### src/rtl/bcd_pkg.sv
// Shared constants, occupancy state and FIFO entry layout for the BCD stream decoder.
package bcd_pkg;

    localparam int BCD_W    = 4;
    localparam int ONEHOT_W = 10;
    localparam int BCD_MAX  = 9;

    typedef enum logic [1:0] {
        EMPTY = 2'd0,
        ONE   = 2'd1,
        FULL  = 2'd2
    } occ_state_e;

    typedef struct packed {
        logic                err;
        logic [ONEHOT_W-1:0] y;
    } entry_t;

endpackage

### src/rtl/bcd_decoder_comb.sv
// Combinational BCD digit to one-hot decode with an invalid-code flag.
module bcd_decoder_comb
    import bcd_pkg::*;
(
    input  logic [BCD_W-1:0]    i_bcd,
    input  logic                i_en,
    output logic [ONEHOT_W-1:0] o_y,
    output logic                o_err
);

    // A disabled decode yields an all-zero beat, never an error.
    always_comb begin
        o_y   = '0;
        o_err = 1'b0;
        if (i_en) begin
            if (i_bcd <= BCD_W'(BCD_MAX)) begin
                o_y = ONEHOT_W'(1) << i_bcd;
            end else begin
                o_err = 1'b1;
            end
        end
    end

endmodule

### src/rtl/bcd_stream_decoder.sv
// Valid/ready BCD decoder: decodes at acceptance, buffers in a 2-entry FIFO,
// and keeps a saturating count of accepted invalid codes.
module bcd_stream_decoder
    import bcd_pkg::*;
#(
    parameter int ERR_CNT_W = 8
) (
    input  logic                 i_clk,
    input  logic                 i_rst,
    input  logic                 i_en,
    input  logic                 i_valid,
    output logic                 o_ready,
    input  logic [BCD_W-1:0]     i_bcd,
    output logic                 o_valid,
    input  logic                 i_ready,
    output logic [ONEHOT_W-1:0]  o_y,
    output logic                 o_err,
    output logic [ERR_CNT_W-1:0] o_err_cnt,
    input  logic                 i_clr_cnt
);

    localparam logic [ERR_CNT_W-1:0] CNT_MAX = '1;

    occ_state_e           state_q, state_d;
    logic                 live_q, live_d;
    entry_t               mem_q [2];
    entry_t               mem_d [2];
    logic                 wr_ptr_q, wr_ptr_d;
    logic                 rd_ptr_q, rd_ptr_d;
    logic [ERR_CNT_W-1:0] err_cnt_q, err_cnt_d;

    logic                 push;
    logic                 pop;
    entry_t               dec_entry;
    logic [ONEHOT_W-1:0]  dec_y;
    logic                 dec_err;

    bcd_decoder_comb u_decoder (
        .i_bcd (i_bcd),
        .i_en  (i_en),
        .o_y   (dec_y),
        .o_err (dec_err)
    );

    assign dec_entry = '{err: dec_err, y: dec_y};

    // o_ready is gated off FULL, so a push can never land in a full FIFO.
    assign push = i_valid && o_ready;
    assign pop  = o_valid && i_ready;

    always_ff @(posedge i_clk or posedge i_rst) begin
        if (i_rst) begin
            state_q <= EMPTY;
        end else begin
            state_q <= state_d;
        end
    end

    always_comb begin
        state_d = state_q;
        unique case (state_q)
            EMPTY: begin
                if (push) begin
                    state_d = ONE;
                end
            end
            ONE: begin
                if (push && !pop) begin
                    state_d = FULL;
                end else if (pop && !push) begin
                    state_d = EMPTY;
                end
            end
            FULL: begin
                if (pop) begin
                    state_d = ONE;
                end
            end
            default: state_d = EMPTY;
        endcase
    end

    // live_q holds o_ready low until the first edge after reset is released.
    always_comb begin
        o_ready = live_q && (state_q != FULL);
        o_valid = 1'b0;
        o_y     = '0;
        o_err   = 1'b0;
        if (state_q != EMPTY) begin
            o_valid = 1'b1;
            o_y     = mem_q[rd_ptr_q].y;
            o_err   = mem_q[rd_ptr_q].err;
        end
    end

    always_comb begin
        live_d   = 1'b1;
        mem_d    = mem_q;
        wr_ptr_d = wr_ptr_q;
        rd_ptr_d = rd_ptr_q;
        if (push) begin
            mem_d[wr_ptr_q] = dec_entry;
            wr_ptr_d        = ~wr_ptr_q;
        end
        if (pop) begin
            rd_ptr_d = ~rd_ptr_q;
        end
    end

    always_comb begin
        err_cnt_d = err_cnt_q;
        if (i_clr_cnt) begin
            err_cnt_d = '0;
        end else if (push && dec_err && (err_cnt_q != CNT_MAX)) begin
            err_cnt_d = err_cnt_q + 1'b1;
        end
    end

    always_ff @(posedge i_clk or posedge i_rst) begin
        if (i_rst) begin
            live_q    <= 1'b0;
            wr_ptr_q  <= 1'b0;
            rd_ptr_q  <= 1'b0;
            err_cnt_q <= '0;
            for (int i = 0; i < 2; i++) begin
                mem_q[i] <= '0;
            end
        end else begin
            live_q    <= live_d;
            wr_ptr_q  <= wr_ptr_d;
            rd_ptr_q  <= rd_ptr_d;
            err_cnt_q <= err_cnt_d;
            for (int i = 0; i < 2; i++) begin
                mem_q[i] <= mem_d[i];
            end
        end
    end

    assign o_err_cnt = err_cnt_q;

endmodule
### config.mk
export PLATFORM = sky130hd
export DESIGN_NAME = bcd_stream_decoder
export DESIGN_NICKNAME = d
export VERILOG_FILES = /design/src/rtl/bcd_pkg.sv /design/src/rtl/bcd_decoder_comb.sv /design/src/rtl/bcd_stream_decoder.sv
export SDC_FILE = /design/constraint.sdc
export NUM_CORES = 1
export LEC_CHECK = 0
export CAP_MARGIN = 10
export CORE_UTILIZATION = 30
export DETAILED_ROUTE_END_ITERATION = 6
export HOLD_SLACK_MARGIN = 0.08
export SKIP_CTS_REPAIR_TIMING = 1
export SYNTH_ARGS = -nofsm -noshare
export SYNTH_HDL_FRONTEND = slang
export SYNTH_SLANG_ARGS = --single-unit
### constraint.sdc
create_clock -name i_clk -period 2.5 [get_ports i_clk]
set_input_delay 0.5 -clock i_clk [delete_from_list [all_inputs] [get_ports i_clk]]
set_output_delay 0.5 -clock i_clk [all_outputs]
set_load 0.005 [all_outputs]
* Word level (Yosys, flattened, before mapping) *
Index checks and enable logic that the tools add are counted.

cells by class
  multiply operators = 0
  div/mod/pow operators = 0
  shift operators = 1
  reduce and logical (&&, ||, !) cells = 14
  magnitude comparators = 4
  $add $sub $neg = 1
  eq/ne operators = 7
  muxes and demuxes = 20
  bitwise gates (word level) = 4

operators with widths
  cell                  count
  $mux 11               4
  $mux 10               3
  $bwmux 22             1
  $mux 8                2
  $demux 11 s1          1
  $shl 1x4->10 const A  1
  $add 8x1->8 const B   1
  $logic_and 1x1->1     8
  $mux 2                4
  $ne 8x8->1 const B    1
  $ne 2x2->1 const B    3
  $pmux 2 s3            1
  $ge 2x2->1 const B    2
  $le 4x4->1 const B    1
  $mux 1                4
  $not 1->2             2
  $reduce_bool 2->1     2
  $ne 3x3->1 const B    1
  $reduce_and 3->1      1
  $eq 2x1->1 const B    1
  $eq 2x2->1 const B    1
  $logic_not 1->1       2
  $logic_not 2->1       1
  $lt 2x1->1 const B    1
  $not 1->1             2

word-level totals
  memories = 0
  latch bits = 0
  bits in writable memories = 0
  bits in read-only memories = 0
  output and inout bits = 21
  bits in registers = 35

* Logic depth before layout (Yosys ltp) *
Gate-level depths: netlist of the first run.

  depth in word-level cells = 8
  mapped depth = 6

* Hierarchy *
Synthesis of the first run repeated with hierarchy kept, for this count alone.

unflattened totals
  cells, all modules = 158
  area total of the unflattened synthesis = 1745.4 µm²

modules (own cells, without submodules)
  module              cells each  seq. area each (µm²)  instances  area an instance (µm²)
  bcd_stream_decoder  141         875.8                 1          1646.6
  bcd_decoder_comb    17          0.0                   1          98.8

* Least setup slack after synthesis of the first run *
OpenSTA, ideal clock, no wires.

  path type = input-to-reg
  start = input i_valid
  end = register err_cnt_q[3] (netlist: o_err_cnt[3])
  arrival time = 1.557 ns
  path buffers = 2
  data required time = 2.422 ns
  stages on the path = 6
  setup time = 0.078 ns
  setup slack = 0.865 ns
  cells stage by stage = and2_1 buf_4 nand3_4 buf_6 or4_1 a21oi_1

between the ends
  cells in the longest elaborated chain, start to end = 4

ends and longest elaborated chain
  what                            line                       source
  start, declared                 bcd_stream_decoder.sv:11   input logic i_valid,
  $logic_and 1x1->1               bcd_stream_decoder.sv:48   assign push = i_valid && o_ready;
  $logic_and 1x1->1 (2 in a row)  bcd_stream_decoder.sv:114  end else if (push && dec_err && (err_cnt_q != CNT_MAX)) begin
  $reduce_bool 2->1 (no line)     -
  end signal, assigned            bcd_stream_decoder.sv:132  err_cnt_q <= err_cnt_d;
  end, declared                   bcd_stream_decoder.sv:30   logic [ERR_CNT_W-1:0] err_cnt_q, err_cnt_d;

No other way between the ends.
A chain may end at the register's enable or synchronous reset.

* Final worst setup path of the first run *
  start = register state_q[1]
  end = output o_ready

between the ends
  cells in the longest elaborated chain, start to end = 2

ends and longest elaborated chain
  what                    line                      source
  start, declared         bcd_stream_decoder.sv:24  occ_state_e state_q, state_d;
  start signal, assigned  bcd_stream_decoder.sv:55  state_q <= state_d;
  $ne 2x2->1              bcd_stream_decoder.sv:85  o_ready = live_q && (state_q != FULL);
  $logic_and 1x1->1       bcd_stream_decoder.sv:85
  end, declared           bcd_stream_decoder.sv:12  output logic o_ready,

No other way between the ends.

==> results of run 1 <==
Yosys cell counts (all sizes together) (4+ instances only):
master	count	area share [%]
nand2	6	1.3
a21oi	9	2.5
o31ai	4	1.7
nor2	20	4.2
dfrtp	35	49
buf	6	2.0
nand3	8	3.0
or3	4	1.4
or4	4	1.7
mux2i	13	7.3
o21ai	4	1.1
mux2	20	13
through the flow:
step | hold slack, ns | instance area, um^2 | setup WS (ns)
finish | 0.482 | 2240 | 0.339
global route | 0.522 | 2240 | 0.282
CTS | 0.496 | 2240 | 0.329
detailed placement | 0.481 | 2160 | 0.249
global placement | 0.466 | 2160 | 0.288
floorplan | 0.450 | 1770 | 0.865
metal layers:
layer | vias to the layer above | global-route usage (%) | routed length, um
met1 | 621 | 16.5 | 1750
li1 | 655 | - | -
met3 | 6 | 3.45 | 130
met2 | 19 | 18.3 | 1590
met5 | - | 0 | 0
met4 | 0 | 4.91 | 61
power by group through the flow:
stage                     clock network, W  registers [W]  logic, W
after CTS                         0.000397       0.000663  0.000342
after floorplan                          0       0.000672  0.000223
after global placement                   0       0.000672  0.000339
after detailed placement                 0       0.000674  0.000341
after global routing              0.000427       0.000672  0.000366
final                             0.000384       0.000663  0.000338
path summary, 6_finish.rpt:
| kind | end | from | depth (start not counted) |
|---|---|---|---|
| min | mem_q[3]$_DFFE_PP0P_ | mem_q[3]$_DFFE_PP0P_ | 2 |
| max | o_ready | state_q[1]$_DFFE_PP0P_ | 3 |
| max reg2reg | o_err_cnt[5]$_DFFE_PP0P_ | o_err_cnt[0]$_DFFE_PP0P_ | 5 |
| min reg2reg | mem_q[3]$_DFFE_PP0P_ | mem_q[3]$_DFFE_PP0P_ | 2 |
| min in group asynchronous | live_q$_DFF_PP0_ | i_rst | 3 |
| max in group asynchronous | mem_q[18]$_DFFE_PP0P_ | i_rst | 3 |
logic make-up (layout without fill, tap and decap cells):
| group | Yosys count | after routing | share of synthesized area [%] |
|---|---|---|---|
| other | 1 | 1 | 0.211 |
| multiplexers | 33 | 33 | 20.0 |
| adder cells (fa/ha/maj) | 1 | 1 | 0.705 |
| XOR/XNOR | 2 | 2 | 0.987 |
| AO/OA/AOI/OAI | 21 | 21 | 7.55 |
| AND/OR/NAND/NOR | 59 | 59 | 18.3 |
| flip-flops | 35 | 35 | 49.4 |
| buffers and inverters | 10 | 46 | 2.89 |
sequential cells by signal (all words and copies together), names as in the netlist:
register and count:
rd_ptr_q 1, o_err_cnt 8, mem_q 22, wr_ptr_q 1, live_q 1, state_q 2
final cells by class:
cell class / count / area, um^2 / share of cell area, %
clock buffer: 7 / 76.3 / 3.40
clock inverter: 1 / 5.00 / 0.223
inverter: 3 / 11.3 / 0.502
multi-input combinational: 117 / 847 / 37.8
sequential: 35 / 876 / 39.0
tap: 72 / 90.1 / 4.02
timing repair buffer: 35 / 338 / 15.1
critical path: cells and delay by family, from the launching register on:
kind	cells	cell delay (ns)
buf+inv	1	0.44
flops	1	0.42
simple gates	2	0.51
==> reports/summary.txt, run 1 <==
n_diodes - 0
ys flop type - dfrtp_1
total power draw - 0.00138 W
core area - 5610 um^2
required time of the critical path - 2.00 ns
largest net degree at the start of global routing - 36
RSZ-0062 raised after global routing - false
Pins Over Slew Limit - 0
Reg power frac - 47.9%
Placed Cells - 262
DR WL/cell - 13.1 um
pwr/cell area - 617 nW/um^2
Mapped Nets - 173
CTS clk-pin slew, worst paths - 0.07 ns
antenna-violating nets left - 0
Pleak - 0.955 nW
first-pass iteration count of the detailed router - 4
power share of the clock group - 27.7%
worst hold path type - reg2reg
gp weighted congestion - 0.759
max-cap violations - 0
Post-synth EDFFs - 0
Post-synth ARST share - 100%
commonest non-fill, non-tap cell in the layout - dfrtp_1
CP arrival - 1.66 ns
Remaining Overflow, GRT - 0
skew final - 0.00592 ns
Pint - 0.00100 W
setup slack, reg-to-reg - 0.87 ns
worst setup path category - reg2out
most frequent cells in the layout - 35 x dfrtp_1, 30 x clkdlybuf4s50_1, 20 x nor2_1, 20 x mux2_2, 13 x mux2i_1
Std-Cell Rows - 27
CTS buffer count - 5
initial antenna violation count - 0
Gate Count Post-Synth - 162
vias in the first global route - 1215
post-route core utilization - 40.0%
startpoint types - flop
Max IR drop VDD - 0.358 mV
vias per std cell - 4.82
first-pass GRT wire length - 5840 um
FMAX - 0.463 GHz
crit path cell chain - or2b_4 -> and2_1 -> clkdlybuf4s50_1
Layout area overhead - 26.4%
crit-path max FO - 6
clk root buf - clkbuf_8
routed wire length - 3530 um
Remaining DRCs - 0
CTS sink cnt - 35
setup TNS - 0 ns
period utilization - 86.5%
# fillers - 576
Die Span Y - 78.9 um
critical path's slowest cell - clkdlybuf4s50_1
Non-Filler Instances - 270
Gate power share - 24.4%
Detailed Place HPWL - 2480 um
Die Width - 78.9 um
share of cells above drive strength 1 - 18.2%
Switching Fraction - 27.8%
H-tree levels - 2
CP max stage delay - 0.44 ns
full die area - 6230 um^2
PortBufs - 30
mapped cell area - 1770 um^2
Yosys warnings - 0
CP endpoint kind - output port
clock buffer depth - 2
CTS tree - yes
drt first-iter violations - 64
I/O pin total - 31
Final nets - 208
FF+latch count, synth - 35
Final Hold Viols - 0
Post-Syn Area per Cell - 11.0 um^2
clock latency on the worst-skew pair - 0.28 ns
initial core utilization - 31.6%
net switching power - 0.000384 W
status - finished, final reports clean
Total GRT Usage - 12.2%
Synth cell types - 35
via count - 1301
register area share after synthesis - 49.4%
count of final setup violators - 0
fin crit period - 2.16 ns
Note: power is estimated with default switching activity, not from simulation.
==> run 2: changes to the inputs <==
--- a/config.mk
+++ b/config.mk
@@ -8,7 +8,6 @@
 export CAP_MARGIN = 10
 export CORE_UTILIZATION = 30
 export DETAILED_ROUTE_END_ITERATION = 6
-export HOLD_SLACK_MARGIN = 0.08
 export SKIP_CTS_REPAIR_TIMING = 1
 export SYNTH_ARGS = -nofsm -noshare
 export SYNTH_HDL_FRONTEND = slang
==> results of run 2 <==
Final layout, timing and power as in run 1 (identical DEF).
==> run 3: changes to the inputs <==
--- a/config.mk
+++ b/config.mk
@@ -7,8 +7,8 @@
 export LEC_CHECK = 0
 export CAP_MARGIN = 10
 export CORE_UTILIZATION = 30
+export CTS_CLUSTER_SIZE = 28
 export DETAILED_ROUTE_END_ITERATION = 6
-export SKIP_CTS_REPAIR_TIMING = 1
 export SYNTH_ARGS = -nofsm -noshare
 export SYNTH_HDL_FRONTEND = slang
 export SYNTH_SLANG_ARGS = --single-unit
==> results of run 3 <==
Final layout, timing and power as in run 1 (identical DEF).
